## config.mk

```make
export PLATFORM = sky130hd
export DESIGN_NAME = load_store_unit
export DESIGN_NICKNAME = d
export VERILOG_FILES = /design/src/rtl/load_store_unit.sv
export SDC_FILE = /design/constraint.sdc
export NUM_CORES = 1
export LEC_CHECK = 0
export ABC_CLOCK_PERIOD_IN_PS = 2400
export BUFFER_PORTS_ARGS = -buffer_cell sky130_fd_sc_hd__buf_2
export CAP_MARGIN = 20
export CORE_MARGIN = 2
export CORE_UTILIZATION = 40
export CTS_CLUSTER_DIAMETER = 200
export CTS_CLUSTER_SIZE = 30
export DETAILED_ROUTE_END_ITERATION = 6
export GPL_TIMING_DRIVEN = 0
export PLACE_DENSITY = 0.76
export SYNTH_ARGS = -nofsm -noshare
export SYNTH_HDL_FRONTEND = slang
export SYNTH_SLANG_ARGS = --single-unit
```

## constraint.sdc

```tcl
create_clock -name clock -period 2.4 [get_ports clock]
set_input_delay 0.48 -clock clock [delete_from_list [all_inputs] [get_ports clock]]
set_output_delay 0.48 -clock clock [all_outputs]
set_load 0.05 [all_outputs]
```

## src/rtl/load_store_unit.sv

```systemverilog
// load_store_unit: MEM-stage initiator for the byte-addressed data memory.
// Optional macro LSU_ALIGN_CHECK_EN adds half/word alignment errors.
module load_store_unit #(
   parameter int BitWidth = 32,
   parameter int Capacity = 128,
   localparam int AddrWidth = $clog2(Capacity)
) (
   input  logic                 clock,
   input  logic                 reset,
   input  logic                 req_valid,
   output logic                 req_ready,
   input  logic                 req_write,
   input  logic [1:0]           req_size,
   input  logic                 req_signed,
   input  logic [31:0]          req_addr,
   input  logic [BitWidth-1:0]  req_wdata,
   output logic                 resp_valid,
   input  logic                 resp_ready,
   output logic [BitWidth-1:0]  resp_rdata,
   output logic                 resp_error,
   output logic                 mem_enable,
   output logic                 mem_write,
   output logic [AddrWidth-1:0] mem_addr,
   output logic [BitWidth-1:0]  mem_wdata,
   output logic [BitWidth-1:0]  mem_wmask,
   input  logic [BitWidth-1:0]  mem_rdata
);

   typedef enum logic [1:0] {
      IDLE   = 2'd0,
      ACCESS = 2'd1,
      RESP   = 2'd2
   } state_t;

   localparam logic [AddrWidth:0] CapLimit = Capacity[AddrWidth:0];

   state_t state;
   state_t next_state;

   logic                 wr_q;
   logic [1:0]           size_q;
   logic                 sgn_q;
   logic [AddrWidth-1:0] addr_q;
   logic [BitWidth-1:0]  wdata_q;
   logic                 err_q;

   logic [AddrWidth:0]   bytes;
   logic [AddrWidth:0]   end_sum;
   logic                 err;
   logic [BitWidth-1:0]  mask;
   logic [BitWidth-1:0]  ext;

   // Request check: illegal size, address above capacity, or access running past the end.
   always_comb begin
      bytes = '0;
      unique case (req_size)
         2'd0:    bytes = (AddrWidth+1)'(1);
         2'd1:    bytes = (AddrWidth+1)'(2);
         2'd2:    bytes = (AddrWidth+1)'(4);
         default: bytes = '0;
      endcase
      end_sum = {1'b0, req_addr[AddrWidth-1:0]} + bytes;
      err = (req_size == 2'd3)
         | (|req_addr[31:AddrWidth])
         | (end_sum > CapLimit);
`ifdef LSU_ALIGN_CHECK_EN
      err = err
         | ((req_size == 2'd1) & req_addr[0])
         | ((req_size == 2'd2) & (|req_addr[1:0]));
`else
      err = err | 1'b0;
`endif
   end

   // Write mask and load extension from the latched size.
   always_comb begin
      mask = '0;
      ext  = mem_rdata;
      unique case (size_q)
         2'd0: begin
            mask = 32'h0000_00FF;
            ext  = {{24{sgn_q & mem_rdata[7]}}, mem_rdata[7:0]};
         end
         2'd1: begin
            mask = 32'h0000_FFFF;
            ext  = {{16{sgn_q & mem_rdata[15]}}, mem_rdata[15:0]};
         end
         2'd2: begin
            mask = 32'hFFFF_FFFF;
            ext  = mem_rdata;
         end
         default: begin
            mask = '0;
            ext  = '0;
         end
      endcase
   end

   // State register.
   always_ff @(posedge clock or posedge reset) begin
      if (reset) state <= IDLE;
      else       state <= next_state;
   end

   // Next state and all handshake/memory outputs.
   always_comb begin
      next_state = state;
      req_ready  = 1'b0;
      resp_valid = 1'b0;
      mem_enable = 1'b0;
      mem_write  = 1'b0;
      mem_addr   = '0;
      mem_wdata  = '0;
      mem_wmask  = '0;
      case (state)
         IDLE: begin
            req_ready = ~reset;
            if (req_valid) next_state = ACCESS;
         end
         ACCESS: begin
            next_state = RESP;
            if (!err_q) begin
               mem_enable = 1'b1;
               mem_write  = wr_q;
               mem_addr   = addr_q;
               mem_wdata  = wdata_q;
               mem_wmask  = mask;
            end
         end
         RESP: begin
            resp_valid = 1'b1;
            if (resp_ready) next_state = IDLE;
         end
         default: next_state = IDLE;
      endcase
   end

   // Capture the request at acceptance; req_* may change afterwards.
   always_ff @(posedge clock or posedge reset) begin
      if (reset) begin
         wr_q    <= 1'b0;
         size_q  <= 2'd0;
         sgn_q   <= 1'b0;
         addr_q  <= '0;
         wdata_q <= '0;
         err_q   <= 1'b0;
      end else if (state == IDLE && req_valid) begin
         wr_q    <= req_write;
         size_q  <= req_size;
         sgn_q   <= req_signed;
         addr_q  <= req_addr[AddrWidth-1:0];
         wdata_q <= req_wdata;
         err_q   <= err;
      end
   end

   // Response registers, loaded at the end of the access cycle.
   always_ff @(posedge clock or posedge reset) begin
      if (reset) begin
         resp_rdata <= '0;
         resp_error <= 1'b0;
      end else if (state == ACCESS) begin
         resp_error <= err_q;
         resp_rdata <= (err_q | wr_q) ? '0 : ext;
      end
   end

endmodule

```

Word level (Yosys, flattened, before mapping). Index checks and enable logic that the tools add are counted.

Bits in registers: 79. Bits of input ports: 104. Output and inout bits: 108. Logic and storage cells: 51.

$add $sub $neg: 1. $lt $le $gt $ge: 1. Eq/ne operators: 9. Multiplexer cells: 19. Bitwise gates (word level): 6. Reductions and logical operators: 6.

Operator list (count): $pmux W32 S3 (2); $mux W32 (5); $reduce_or A25 Y1 (1); $mux W7 (2); $pmux W3 S3 (1); $add A7 B8 Y8 (1); $eq A2 B2 Y1 const B (4); $gt A8 B8 Y1 const B (1); $eq A2 B1 Y1 const B (3); $logic_not A2 Y1 (3); $mux W1 (6); $pmux W2 S3 (1); $mux W2 (2); $ne A2 B2 Y1 const B (2); $or A1 B1 Y1 (3); $and A1 B1 Y1 (2); $reduce_and A2 Y1 (1); $logic_and A1 B1 Y1 (1); $not A1 Y1 (1).

Logic depth before layout (Yosys ltp).
Depth after elaboration: 5. Gate-level depth with buffers: 8. Gate-level depth less buffers: 7.

Worst setup path before layout. Ideal clock, no wire load.

Kind: reg2out. Start: register state[1]. End: output port mem_wmask[1]. Arrival: 2.689 ns. Required time: 1.920 ns. Slack: -0.769 ns. Cell stages (with the launch flop): 6. Buffers on the path: 3. Cells stage by stage: dfrtp_1 > nand2b_1 > buf_2 > buf_2 > nor3_1 > buf_4.

Longest elaborated chain between the ends: 2.

Ends and longest elaborated chain: from (decl) (RTL line 37) `state_t state;`; from (signal assigned) (RTL line 102) `else state <= next_state;`; $eq A2 B1 Y1 (RTL line 115) `case (state)`; $mux W32 (RTL line 115); to (decl) (RTL line 25) `output logic [BitWidth-1:0] mem_wmask,`.

Every way passes these cells.

Worst setup path after layout.
Start: register state[1]. End: output port mem_wdata[30].

Longest elaborated chain between the ends: 2.

Ends and longest elaborated chain: $eq A2 B1 Y1 (RTL line 115); $mux W32 (RTL line 115); to (decl) (RTL line 24) `output logic [BitWidth-1:0] mem_wdata,`.

Every way passes these cells.

==> impl_metrics.json <==
{
  "htree_levels": 3,
  "r2r_slack_ns": 0.59,
  "hpwl_microns": 7760,
  "ys_types": 32,
  "clock_skew_ns": 0.00979,
  "tightest_slew_ns": 0.453,
  "wl_met1_microns": 3900,
  "drv_slew": 0,
  "syn_avg_cell_area_sq_um": 11.2,
  "areaGrowthSynthToFinish_pct": 42.8,
  "wl_met2_microns": 5040,
  "synth_edf_count": 0,
  "required_ns": 1.92,
  "start_kind": "register",
  "cts_tree": "yes",
  "fin_nets": 678,
  "wl_met3_microns": 1060,
  "mappedNetlistArea_sq_mm": 0.00381,
  "rsz0062_at_grt": "yes",
  "cp_data_arrival_time_ns": 1.84,
  "power.leakage_nw": 2.89,
  "max_freq_mhz": 431,
  "fill_cells": 812,
  "drcViolationCount": 0,
  "reg2reg_depth": 8,
  "dp_slack_ns": -0.188,
  "crit_fanout": 13,
  "register_area_sq_mm": 0.00198,
  "ys_seq_area_share_pct": 51.8,
  "period_needed_ns": 2.32,
  "root_buffer": "clkbuf_8",
  "dp_cells": 683,
  "core_area_sq_mm": 0.00924,
  "outcome": "completed",
  "post_layout_nonfiller_instances": 700,
  "drv_cap": 0,
  "irDropWorstVdd_v": 0.000446,
  "dieWidth_microns": 102,
  "synth_ff_type": "dfrtp_1",
  "multiInputGateArea_sq_mm": 0.00153,
  "syn_nets": 453,
  "grt_max_degree": 39,
  "cts_buffers": 9,
  "grt_overflow": 0,
  "setup_ws_ns": 0.0790,
  "path_class": "register to primary output",
  "setup_viol": 0,
  "hold_viol_final": 0,
  "initial_core_util_pct": 41.3,
  "power_mw": 4.08,
  "grt_pass1_wl_microns": 15800,
  "hold_class": "input pin to async pin",
  "num_io_pins": 212,
  "wirelength_microns": 10100,
  "grt_usage_pct": 19.5,
  "die_h_microns": 102,
  "wl_per_cell_microns": 14.4,
  "yosys_warnings": 0,
  "dieArea_sq_mm": 0.0103,
  "ys_async_sr_fraction_pct": 100,
  "portBuffers": 211,
  "antenna_found_initial": 0,
  "cts_buffer_depth": 2,
  "top_layer_used": "met4",
  "place_congestion": 0.822,
  "relSlewSlack_pct": 69.8,
  "r2r-end": "resp_rdata[30]$_DFFE_PP0P_",
  "grt_pass1_vias": 3434,
  "cts_hold_buf": 0,
  "r2r-start": "size_q[1]$_DFFE_PP0P_",
  "drt_iter0_drc": 98,
  "via_count": 3344,
  "synthCells": 341,
  "rows": 35,
  "finalCritPeriodShare_pct": 96.7,
  "end_kind": "primary output",
  "routed_via_density": 4.78,
  "antenna_left": 0,
  "cts_sinks": 79,
  "ys_ff_latch": 79,
  "antenna_cells": 0,
  "dr.pass1.iters": 4,
  "path_clk_slew_ns": 0.09,
  "powerDensity_mw_per_mm2": 749,
  "drive_above_1_share_pct": 58.0,
  "clk_latency_ns": 0.34
}
[kinds of logic after synthesis]
group           share of synthesized area [%]
buf+inv                                  8.69
compound gates                           10.1
mux                                      12.4
flops                                    51.8
simple gates                             14.1
fa+ha+maj                                2.82
[flip-flops by register name (all words and copies together) (netlist names)]
signal      cells
resp_rdata     32
wdata_q        32
addr_q          7
size_q          2
state           2
err_q           1
resp_error      1
sgn_q           1
wr_q            1
[cell type report]
cell class / instances / area share [%]
repair buffers: 216 / 23.1
inverters: 4 / 0.345
flip-flops and latches: 79 / 36.3
plain buffers: 46 / 6.02
well taps: 129 / 2.96
clock inverters: 6 / 0.666
multi-input cells: 210 / 28.0
clock buffers: 10 / 2.53
[cells in the mapped netlist (all sizes together), types with 2 or more instances]
| library cell | n | share of area [%] |
|---|---|---|
| a211oi | 2 | 0.39 |
| a21oi | 24 | 3.1 |
| a22o | 8 | 1.8 |
| and2 | 42 | 6.9 |
| buf | 42 | 7.6 |
| clkbuf | 7 | 0.69 |
| dfrtp | 79 | 52 |
| ha | 7 | 2.3 |
| inv | 4 | 0.39 |
| mux2 | 42 | 12 |
| nand2 | 28 | 3.0 |
| nand2b | 2 | 0.33 |
| nand4 | 3 | 0.49 |
| nor2 | 4 | 0.66 |
| nor2b | 2 | 0.33 |
| nor3 | 4 | 0.52 |
| nor3b | 2 | 0.82 |
| nor4 | 5 | 0.82 |
| o21ai | 27 | 3.5 |
[metal layers]
layer	vias up	track usage, %
met5	-	0
met1	1596	21.7
li1	1583	-
met3	9	7.80
met2	156	33.9
met4	0	6.96
[where the power goes]
part	internal [mW]	leakage, nW	switching (mW)
logic	0.635	1.80	0.646
clock network	0.399	0.0918	0.485
registers	1.72	0.991	0.201
[layout by cell type, fill, tap and decap left out, types with 4 or more instances in the layout]
cell | netlist | layout
a21oi_1 | 24 | 24
dfrtp_1 | 79 | 77
buf_4 | 32 | 81
clkbuf_4 | 0 | 14
and2_1 | 42 | 40
nand2_1 | 27 | 27
a22o_1 | 8 | 8
clkinv_2 | 0 | 4
buf_2 | 10 | 162
nor4_1 | 5 | 5
mux2_2 | 42 | 42
clkbuf_8 | 0 | 10
o21ai_0 | 25 | 25
ha_1 | 7 | 7
[critical path, cell delays in order, from the launching register on]
cell	delay (ns)
dfrtp_2	0.46
nor3b_4	0.31
buf_4	0.16
buf_4	0.17
and2_1	0.14
buf_2	0.26
[metrics by stage]
stage	utilization, %	hold slack, ns	setup TNS, ns	instance area [sq um]
floorplan	-	0.472	0	3830
global placement	54.6	0.458	-3.49	5050
detailed placement	55.1	0.467	-3.60	5090
CTS	58.3	0.139	0	5390
global route	59.0	0.157	-0.306	5450
finish	59.0	0.148	0	5450
[how the worst max path moves through the flow]
stage	from	to	slack [ns]	depth (start not counted)
after floorplan	state[1]$_DFFE_PP0P_	mem_addr[0]	0.04	3
after global placement	state[1]$_DFFE_PP0P_	mem_wmask[22]	-0.17	5
after detailed placement	state[1]$_DFFE_PP0P_	mem_wmask[23]	-0.19	5
after CTS	err_q$_DFFE_PP0P_	mem_wmask[23]	0.002	5
after global routing	state[1]$_DFFE_PP0P_	mem_write	-0.02	5
final	state[1]$_DFFE_PP0P_	mem_wdata[30]	0.08	5
[timing repair]
action | CTS | global route
endpoints found under the setup margin | 70 | 51
buffers inserted | 2 | 1
gates cloned | 0 | 1
gates resized for setup | 52 | 23
endpoints found under the hold margin | 0 | 0
pin swaps | 2 | 2
No activity file was read; power rests on OpenSTA's default activity.
